[config.mk]
export PLATFORM = sky130hd
export DESIGN_NAME = key_cmd_decoder
export DESIGN_NICKNAME = d
export VERILOG_FILES = /design/src/rtl/key_cmd_decoder.sv
export SDC_FILE = /design/constraint.sdc
export NUM_CORES = 1
export LEC_CHECK = 0
export CAP_MARGIN = 5
export CORE_MARGIN = 8
export CORE_UTILIZATION = 45
export CTS_CLUSTER_DIAMETER = 40
export DETAILED_ROUTE_END_ITERATION = 8
export PLACE_DENSITY = 0.66
export RECOVER_POWER = 50
export SETUP_SLACK_MARGIN = 0.1
export SYNTH_ARGS = -nofsm -noshare
export SYNTH_HDL_FRONTEND = slang
export SYNTH_SLANG_ARGS = --single-unit
export TNS_END_PERCENT = 100
[constraint.sdc]
create_clock -name Clk -period 3.1 [get_ports Clk]
set_clock_uncertainty 0.1 [all_clocks]
set_input_delay 0.465 -clock Clk [delete_from_list [all_inputs] [get_ports Clk]]
set_output_delay 0.465 -clock Clk [all_outputs]
set_load 0.01 [all_outputs]
[src/rtl/key_cmd_decoder.sv]
// -----------------------------------------------------------------------------
// key_cmd_decoder
//
// Sits between the USB keycode PIO output and the two ball movers. Debounces
// the raw 8-bit HID keycode and turns it into per-player left/right/jump
// commands. Commands change only on the frame boundary (falling edge of vs), so
// the movers see a single stable command set for each frame. Jump is
// edge-triggered: each key press produces exactly one frame-long pulse.
//
// Ports
//   Clk         in   1  system clock (50 MHz), single clock domain
//   Reset       in   1  asynchronous, active-low reset
//   keycode     in   8  raw HID keycode from the PIO, 8'h00 = no key
//   vs          in   1  VGA vertical sync, active low; falling edge = frame boundary
//   key_stable  out  8  debounced keycode (for the hex display)
//   frame_tick  out  1  one-Clk pulse per frame boundary
//   left        out  2  left[i]  : player i moving left
//   right       out  2  right[i] : player i moving right
//   jump        out  2  jump[i]  : high for exactly one frame per press
//
// Jump FSM (one per player)
//   state | meaning
//   IDLE  | jump key not seen; waiting for a debounced press
//   PEND  | press seen; pulse will start at the next frame edge
//   FIRE  | jump output high for the current frame
//   HOLD  | pulse done; waiting for the key to be released
// -----------------------------------------------------------------------------
module key_cmd_decoder #(
  parameter int unsigned DEBOUNCE_CYCLES = 50000,
  parameter logic [7:0]  P0_LEFT         = 8'h04,
  parameter logic [7:0]  P0_RIGHT        = 8'h07,
  parameter logic [7:0]  P0_JUMP         = 8'h1A,
  parameter logic [7:0]  P1_LEFT         = 8'h50,
  parameter logic [7:0]  P1_RIGHT        = 8'h4F,
  parameter logic [7:0]  P1_JUMP         = 8'h52
) (
  input  logic       Clk,
  input  logic       Reset,
  input  logic [7:0] keycode,
  input  logic       vs,
  output logic [7:0] key_stable,
  output logic       frame_tick,
  output logic [1:0] left,
  output logic [1:0] right,
  output logic [1:0] jump
);

  localparam int CNT_W = (DEBOUNCE_CYCLES > 1) ? $clog2(DEBOUNCE_CYCLES) : 1;
  localparam logic [CNT_W-1:0] CNT_MAX = CNT_W'(DEBOUNCE_CYCLES - 1);

  localparam logic [1:0] ST_IDLE = 2'd0;
  localparam logic [1:0] ST_PEND = 2'd1;
  localparam logic [1:0] ST_FIRE = 2'd2;
  localparam logic [1:0] ST_HOLD = 2'd3;

  logic [7:0]       kc_q;
  logic             vs_q;
  logic             vs_d;
  logic [7:0]       cand;
  logic [CNT_W-1:0] cnt;
  logic             fe;

  logic [1:0]       st0, st1;
  logic [1:0]       st0_nxt, st1_nxt;
  logic             jump0_nxt, jump1_nxt;
  logic             hit0, hit1;

  // ---------------------------------------------------------------------------
  // Input registers. Both vs history stages come out of reset high so that
  // leaving reset with vs idle (high) never looks like a frame edge.
  // ---------------------------------------------------------------------------
  always_ff @(posedge Clk or negedge Reset) begin
    if (!Reset) begin
      kc_q <= 8'h00;
      vs_q <= 1'b1;
      vs_d <= 1'b1;
    end else begin
      kc_q <= keycode;
      vs_q <= vs;
      vs_d <= vs_q;
    end
  end

  assign fe = vs_d & ~vs_q;

  // ---------------------------------------------------------------------------
  // Debounce: a new candidate restarts the count; the candidate is accepted
  // once it has been seen for DEBOUNCE_CYCLES consecutive cycles. The counter
  // saturates so a long-held key never wraps back into a re-acceptance window.
  // ---------------------------------------------------------------------------
  always_ff @(posedge Clk or negedge Reset) begin
    if (!Reset) begin
      cand       <= 8'h00;
      cnt        <= '0;
      key_stable <= 8'h00;
    end else begin
      if (kc_q != cand) begin
        cand <= kc_q;
        cnt  <= '0;
      end else if (cnt != CNT_MAX) begin
        cnt <= cnt + CNT_W'(1);
      end
      if (cnt == CNT_MAX) begin
        key_stable <= cand;
      end
    end
  end

  // ---------------------------------------------------------------------------
  // Level commands and frame tick, all sampled on the frame edge.
  // ---------------------------------------------------------------------------
  always_ff @(posedge Clk or negedge Reset) begin
    if (!Reset) begin
      frame_tick <= 1'b0;
      left       <= 2'b00;
      right      <= 2'b00;
    end else begin
      frame_tick <= fe;
      if (fe) begin
        left[0]  <= (key_stable == P0_LEFT);
        right[0] <= (key_stable == P0_RIGHT);
        left[1]  <= (key_stable == P1_LEFT);
        right[1] <= (key_stable == P1_RIGHT);
      end
    end
  end

  // ---------------------------------------------------------------------------
  // Jump FSMs. A press that lands on the same cycle as a frame edge only moves
  // IDLE -> PEND, so its pulse occupies the following full frame. Release in
  // PEND/FIRE does not cut the pulse short; HOLD then drops back to IDLE.
  // ---------------------------------------------------------------------------
  function automatic logic [2:0] jump_step(input logic [1:0] st,
                                           input logic       pulse,
                                           input logic       hit,
                                           input logic       fe_i);
    logic [1:0] nxt;
    logic       pls;
    nxt = st;
    pls = pulse;
    case (st)
      ST_IDLE: if (hit) nxt = ST_PEND;
      ST_PEND: if (fe_i) begin
                 nxt = ST_FIRE;
                 pls = 1'b1;
               end
      ST_FIRE: if (fe_i) begin
                 nxt = ST_HOLD;
                 pls = 1'b0;
               end
      ST_HOLD: if (!hit) nxt = ST_IDLE;
      default: begin
                 nxt = ST_IDLE;
                 pls = 1'b0;
               end
    endcase
    return {nxt, pls};
  endfunction

  assign hit0 = (key_stable == P0_JUMP);
  assign hit1 = (key_stable == P1_JUMP);

  always_comb begin
    {st0_nxt, jump0_nxt} = jump_step(st0, jump[0], hit0, fe);
    {st1_nxt, jump1_nxt} = jump_step(st1, jump[1], hit1, fe);
  end

  always_ff @(posedge Clk or negedge Reset) begin
    if (!Reset) begin
      st0  <= ST_IDLE;
      st1  <= ST_IDLE;
      jump <= 2'b00;
    end else begin
      st0  <= st0_nxt;
      st1  <= st1_nxt;
      jump <= {jump1_nxt, jump0_nxt};
    end
  end

endmodule

==> Yosys cells after proc, flatten, opt, wreduce, memory -nomap -nowiden <==
Cells that the tools add are included.
Widths: inputs -> output; s select.
{ "totals": {"regBits": 53, "in_bits": 11, "out_inout_bits": 15, "elab_cells": 62} }
{ "op_classes": {"addsub": 1, "eq_ne": 23, "n_mux": 14, "n_bitwise": 2, "n_reduce_logical": 9} }
{ "ops": {"columns": ["cell", "count"], "rows": [
  ["$mux 16", 2],
  ["$eq 8x7->1 const B", 3],
  ["$add 16x1->16 const B", 1],
  ["$eq 16x16->1 const B", 1],
  ["$eq 8x3->1 const B", 2],
  ["$ne 16x16->1 const B", 1],
  ["$ne 2x2->1 const B", 8],
  ["$pmux 2 s4", 2],
  ["$mux 2", 6],
  ["$eq 2x2->1 const B", 4],
  ["$eq 8x5->1 const B", 1],
  ["$ne 8x8->1", 1],
  ["$reduce_and 4->1", 2],
  ["$reduce_and 3->1", 2],
  ["$reduce_bool 2->1", 3],
  ["$eq 2x1->1 const B", 2],
  ["$logic_not 2->1", 2],
  ["$pmux 1 s2", 2],
  ["$mux 1", 2],
  ["$and 1x1->1", 1],
  ["$not 1->1", 1]
]} }

==> Longest topological paths before layout <==
{ "depth": {"word_depth": 4, "depth_mapped": 6, "mapped_depth_nobuf": 6} }

==> Worst setup path after synthesis <==
No wires, ideal clock.
{ "synth_path": {"path_type": "register to register", "start": "register vs_q", "end": "register st1[1]", "arrival_ns": 1.510, "required_time_ns": 2.872, "path_slack_ns": 1.363, "stages_incl_launch_ff": 7, "path_buffers": 1, "period_less_slack_ns": 1.737, "path_cell_list": "dfstp_2 > nand2b_1 > buf_2 > clkinv_1 > nor2_1 > a311o_1 > mux2_1"} }
{ "synth_via": {"elab_chain_cells": 4, "elab_cells_between_ends": 5, "cone_classes": "2 x eq/ne; 2 x bitwise; 1 x reduce/logical"} }
{ "synth_lines": {"columns": ["item", "line_no", "text"], "rows": [
  ["start, declared", "57", "logic vs_q;"],
  ["start signal, assigned", "79", "vs_q <= vs;"],
  ["$not 1->1 *", "84", "assign fe = vs_d & ~vs_q;"],
  ["$and 1x1->1 *", "84", null],
  ["net fe", "61", "logic fe;"],
  ["$ne 2x2->1 (no line)", null, null],
  ["$reduce_and 4->1 (no line) *", null, null],
  ["end signal, assigned", "175", "st1 <= st1_nxt;"],
  ["end, declared", "63", "logic [1:0] st0, st1;"]
]} }
The timed path passes the listed nets; every way through them passes the cells marked *.
A chain may end at the register's enable or synchronous reset.

==> qor.log <==
qor: place.numPortBuffers 25
qor: clock_tree.cts.path.max_buffers 2
qor: floorplan.fp.dieH 89.2 um
qor: synth.synth_sequential_area_ratio 55.1%
qor: synth.post_synth_design_cell_area 0.00241 mm^2
qor: place.globalplace.congestion 0.831
qor: place.dpl_worst_slack 1.14 ns
qor: sta.max_slew.worst_pin.slew 1.38 ns
qor: synth.number_of_cells_produced_by_synthesis 201
qor: global_route.number_of_global_route_vias_before_repair 1422
qor: route.first_pass_iters 4
qor: power.max_vdd_drop 331 uV
qor: global_route.grt_pass1_wl 7.06 mm
qor: synth.yosys.area.top_type_share 52.9%
qor: route.met3RoutedLength 120 um
qor: route.routed-wl-met2 1.82 mm
qor: power.p_per_area 408 mW/mm^2
qor: synth.synth_warnings 0
qor: synth.post_synth_num_cell_types 39
qor: synth.synth_seq_cells 53
qor: run_status.status complete, no violations
qor: clock_tree.clock_root_cell sky130_fd_sc_hd__clkbuf_8
qor: clock_tree.source_to_sink_clock_delay_at_the_later_pin_of_the_worst_skew_pair 0.30 ns
qor: critical_path.family_of_cells_with_the_greatest_summed_delay_on_the_critical_path buffers and inverters
qor: route.via_count 1539
qor: floorplan.top_level_ports 26
qor: place.post_dp_hpwl 3.02 mm
qor: floorplan.effective_utilization_at_floorplan 46.9%
qor: critical_path.r2r_cells 5
qor: cells_and_area.layout-drive-gt1-share 12.8%
qor: clock_tree.post_cts.repair.setup_buffers 0
qor: critical_path.critical_register_to_register_path_startpoint vs_q
qor: floorplan.num_rows 26
qor: route.drtIter0Drc 82
qor: sta.fin_crit 2.00 ns
qor: cells_and_area.fillers 471
qor: worst_hold_path.worst_hold_startpoint vs_q
qor: clock_tree.cts_tree done
qor: route.top_layer met4
qor: route.drt-met1-wl 2.11 mm
qor: clock_tree.cts-hold-fix-buffers 0
qor: cells_and_area.num-nets-final 247
qor: clock_tree.clk_pin_slew 0.10 ns
qor: critical_path.cp_data_required_time 3.31 ns
qor: cells_and_area.layout.cell_area.non_filler 0.00281 mm^2
qor: global_route.grt_max_degree 28
qor: synth.mappedNetlistNets 223
qor: clock_tree.cts.sink_count 53
qor: critical_path.critical-path-max-stage-delay 0.98 ns
qor: cells_and_area.antennaDiodeCount 0
qor: sta.setup_repair_after_global_routing_missed_its_margin no
qor: route.drtAntennaViolNets 0
qor: job.timing.max_cap.violations 0
qor: critical_path.critPathCaptureType async pin
qor: worst_hold_path.min_path_type register to register
qor: floorplan.chipWidth 89.2 um
qor: critical_path.critPathMostFrequentCell sky130_fd_sc_hd__clkbuf_1
qor: sta.max_freq 500 MHz
qor: sta.finalWorstSetupSlack 1.10 ns
qor: critical_path.critPathArrivalTime 2.21 ns
qor: sta.timing.hold.ws 0.271 ns
qor: critical_path.critPathMaxFanout 27
qor: critical_path.crit_path_cell_trace clkbuf_1, clkbuf_1
qor: global_route.grt.overflow.total 0
qor: synth.synthTopCellsByArea sky130_fd_sc_hd__dfrtp_1 53%, sky130_fd_sc_hd__ha_1 5.7%, sky130_fd_sc_hd__mux2_2 3.7%
qor: sta.timing.setup.tns 0 ns
qor: clock_tree.number_of_h_tree_levels 2
qor: critical_path.worstSetupStartpointType input port
qor: place.placement.cell_area 0.00272 mm^2
qor: worst_hold_path.timing.hold.worst_path_depth 0
qor: critical_path.reg2reg_to st0[1]
qor: route.routed_via_density 5.20
qor: critical_path.category_of_the_critical_setup_timing_path input port to async pin
qor: route.drc 0
qor: cells_and_area.area_delta_synth_final 16.3%
qor: synth.syn-mean-instance-area 12.0 um^2
qor: floorplan.core_area 0.00514 mm^2
qor: sta.final-setup-viol-count 0
qor: critical_path.standard_cell_with_the_maximum_stage_delay_on_the_critical_path sky130_fd_sc_hd__clkbuf_1
qor: route.drt-total-wl 4.11 mm
qor: floorplan.die_area 0.00796 mm^2
qor: synth.yosysTopAreaCell sky130_fd_sc_hd__dfrtp_1
qor: worst_hold_path.min_to vs_d
qor: global_route.grtUsageTotal 11.6%
qor: critical_path.worst_setup_slack_for_register_to_register_paths 1.13 ns
qor: global_route.antenna_found_initial 0
qor: clock_tree.cts_inserted_buffers 5
qor: route.drt-wirelength-per-cell 13.9 um
qor: power.total_power 0.00114 W
qor: sta.timing.final.max_slew_violations 0
qor: critical_path.critical_path.n_buffers_inverters 2
qor: power.leakage 1.20 nW
qor: sta.share_of_the_clock_period_used_by_the_worst_path_after_layout 64.5%
qor: sta.slew-limit-headroom 7.95%
qor: clock_tree.cts_resized 0
qor: sta.timing_hold_violations_final 0
synth_stat cells (all sizes together):
cell / number
a311o: 2
or3: 3
nand2b: 1
and3: 2
a311oi: 1
a21oi: 7
xnor2: 9
nor4: 3
nor3b: 1
dfstp: 2
xor2: 10
clkinv: 1
nor3: 4
nor4b: 4
dfrtp: 51
or4b: 1
and4: 4
nand2: 11
buf: 1
o31ai: 1
clkbuf: 9
a21boi: 2
o21ai: 2
inv: 5
and4bb: 3
mux2i: 3
nor2: 22
nand4: 6
mux2: 10
o41ai: 2
ha: 11
nand3: 7
metrics by stage:
step / cells / util (%)
after floorplan: 201 / -
final: 296 / 54.6
after CTS: 296 / 54.8
after global routing: 296 / 54.6
after detailed placement: 288 / 52.9
after global placement: 288 / 52.9
logic make-up after synthesis:
group | synth area share (%)
XOR/XNOR | 6.90
flip-flops | 55.1
multiplexers | 6.07
buffers and inverters | 2.54
AND/OR/NAND/NOR | 18.5
adder cells (fa/ha/maj) | 5.71
AO/OA/AOI/OAI | 5.24
placed cells by master (no fill, tap or decap), types with 3 or more instances in the layout:
cell type | netlist | routed
sky130_fd_sc_hd__dfrtp_1 | 51 | 51
sky130_fd_sc_hd__nor2_1 | 22 | 22
sky130_fd_sc_hd__clkdlybuf4s50_1 | 0 | 15
sky130_fd_sc_hd__nand2_1 | 11 | 11
sky130_fd_sc_hd__ha_1 | 11 | 11
sky130_fd_sc_hd__xor2_1 | 10 | 10
sky130_fd_sc_hd__xnor2_1 | 9 | 9
sky130_fd_sc_hd__dlygate4sd3_1 | 0 | 9
sky130_fd_sc_hd__mux2_2 | 8 | 8
sky130_fd_sc_hd__nand3_1 | 7 | 7
sky130_fd_sc_hd__a21oi_1 | 7 | 7
sky130_fd_sc_hd__inv_1 | 5 | 5
sky130_fd_sc_hd__nand4_1 | 5 | 5
sky130_fd_sc_hd__clkbuf_8 | 0 | 5
sky130_fd_sc_hd__and4_1 | 4 | 4
sky130_fd_sc_hd__nor3_1 | 4 | 4
sky130_fd_sc_hd__nor4_1 | 3 | 3
sky130_fd_sc_hd__and4bb_2 | 3 | 3
sky130_fd_sc_hd__mux2i_1 | 3 | 3
sky130_fd_sc_hd__clkbuf_1 | 9 | 3
worst max-delay path by stage:
stage,depth (start not counted),start,to
final,2,Reset,cnt[0]
after global routing,2,Reset,cand[0]
after CTS,1,key_stable[1],key_stable[1]
after detailed placement,5,vs_q,st1[1]
after global placement,5,vs_q,st1[1]
after floorplan,6,vs_q,st1[1]
routing by layer:
layer	up-vias	GRT usage (%)
li1	751	-
met1	764	16.3
met3	6	2.67
met2	18	16.8
met4	0	4.68
met5	-	0
cell type report:
type	instances	area, um^2	share of cell area, %
flip-flops and latches	53	1330	47.3
multi-input cells	132	1020	36.4
repair buffers	27	251	8.96
well taps	70	87.6	3.12
clock buffers	5	68.8	2.45
clock inverters	3	25.0	0.892
inverters	6	22.5	0.802
registers in the layout, indices dropped and copies added, names as in the netlist:
register    cells
vs_d            1
kc_q            8
cand            8
vs_q            1
st1             2
jump            2
key_stable      8
cnt            16
right           2
st0             2
frame_tick      1
left            2
report_power, final:
group	leakage (nW)	internal, W	switching (W)
clock	0.0447	0.000163	0.000233
combinational	0.457	0.0000147	0.0000214
sequential	0.696	0.000705	0.00000775
worst reg2reg max path, stage by stage, from the launching register on:
cell and delay (ns):
sky130_fd_sc_hd__dfstp_2 0.54, sky130_fd_sc_hd__nand2b_1 0.28, sky130_fd_sc_hd__clkinv_1 0.29, sky130_fd_sc_hd__nor2_1 0.16, sky130_fd_sc_hd__a311o_1 0.19, sky130_fd_sc_hd__mux2_4 0.31
(Power assumes the default switching activity.)
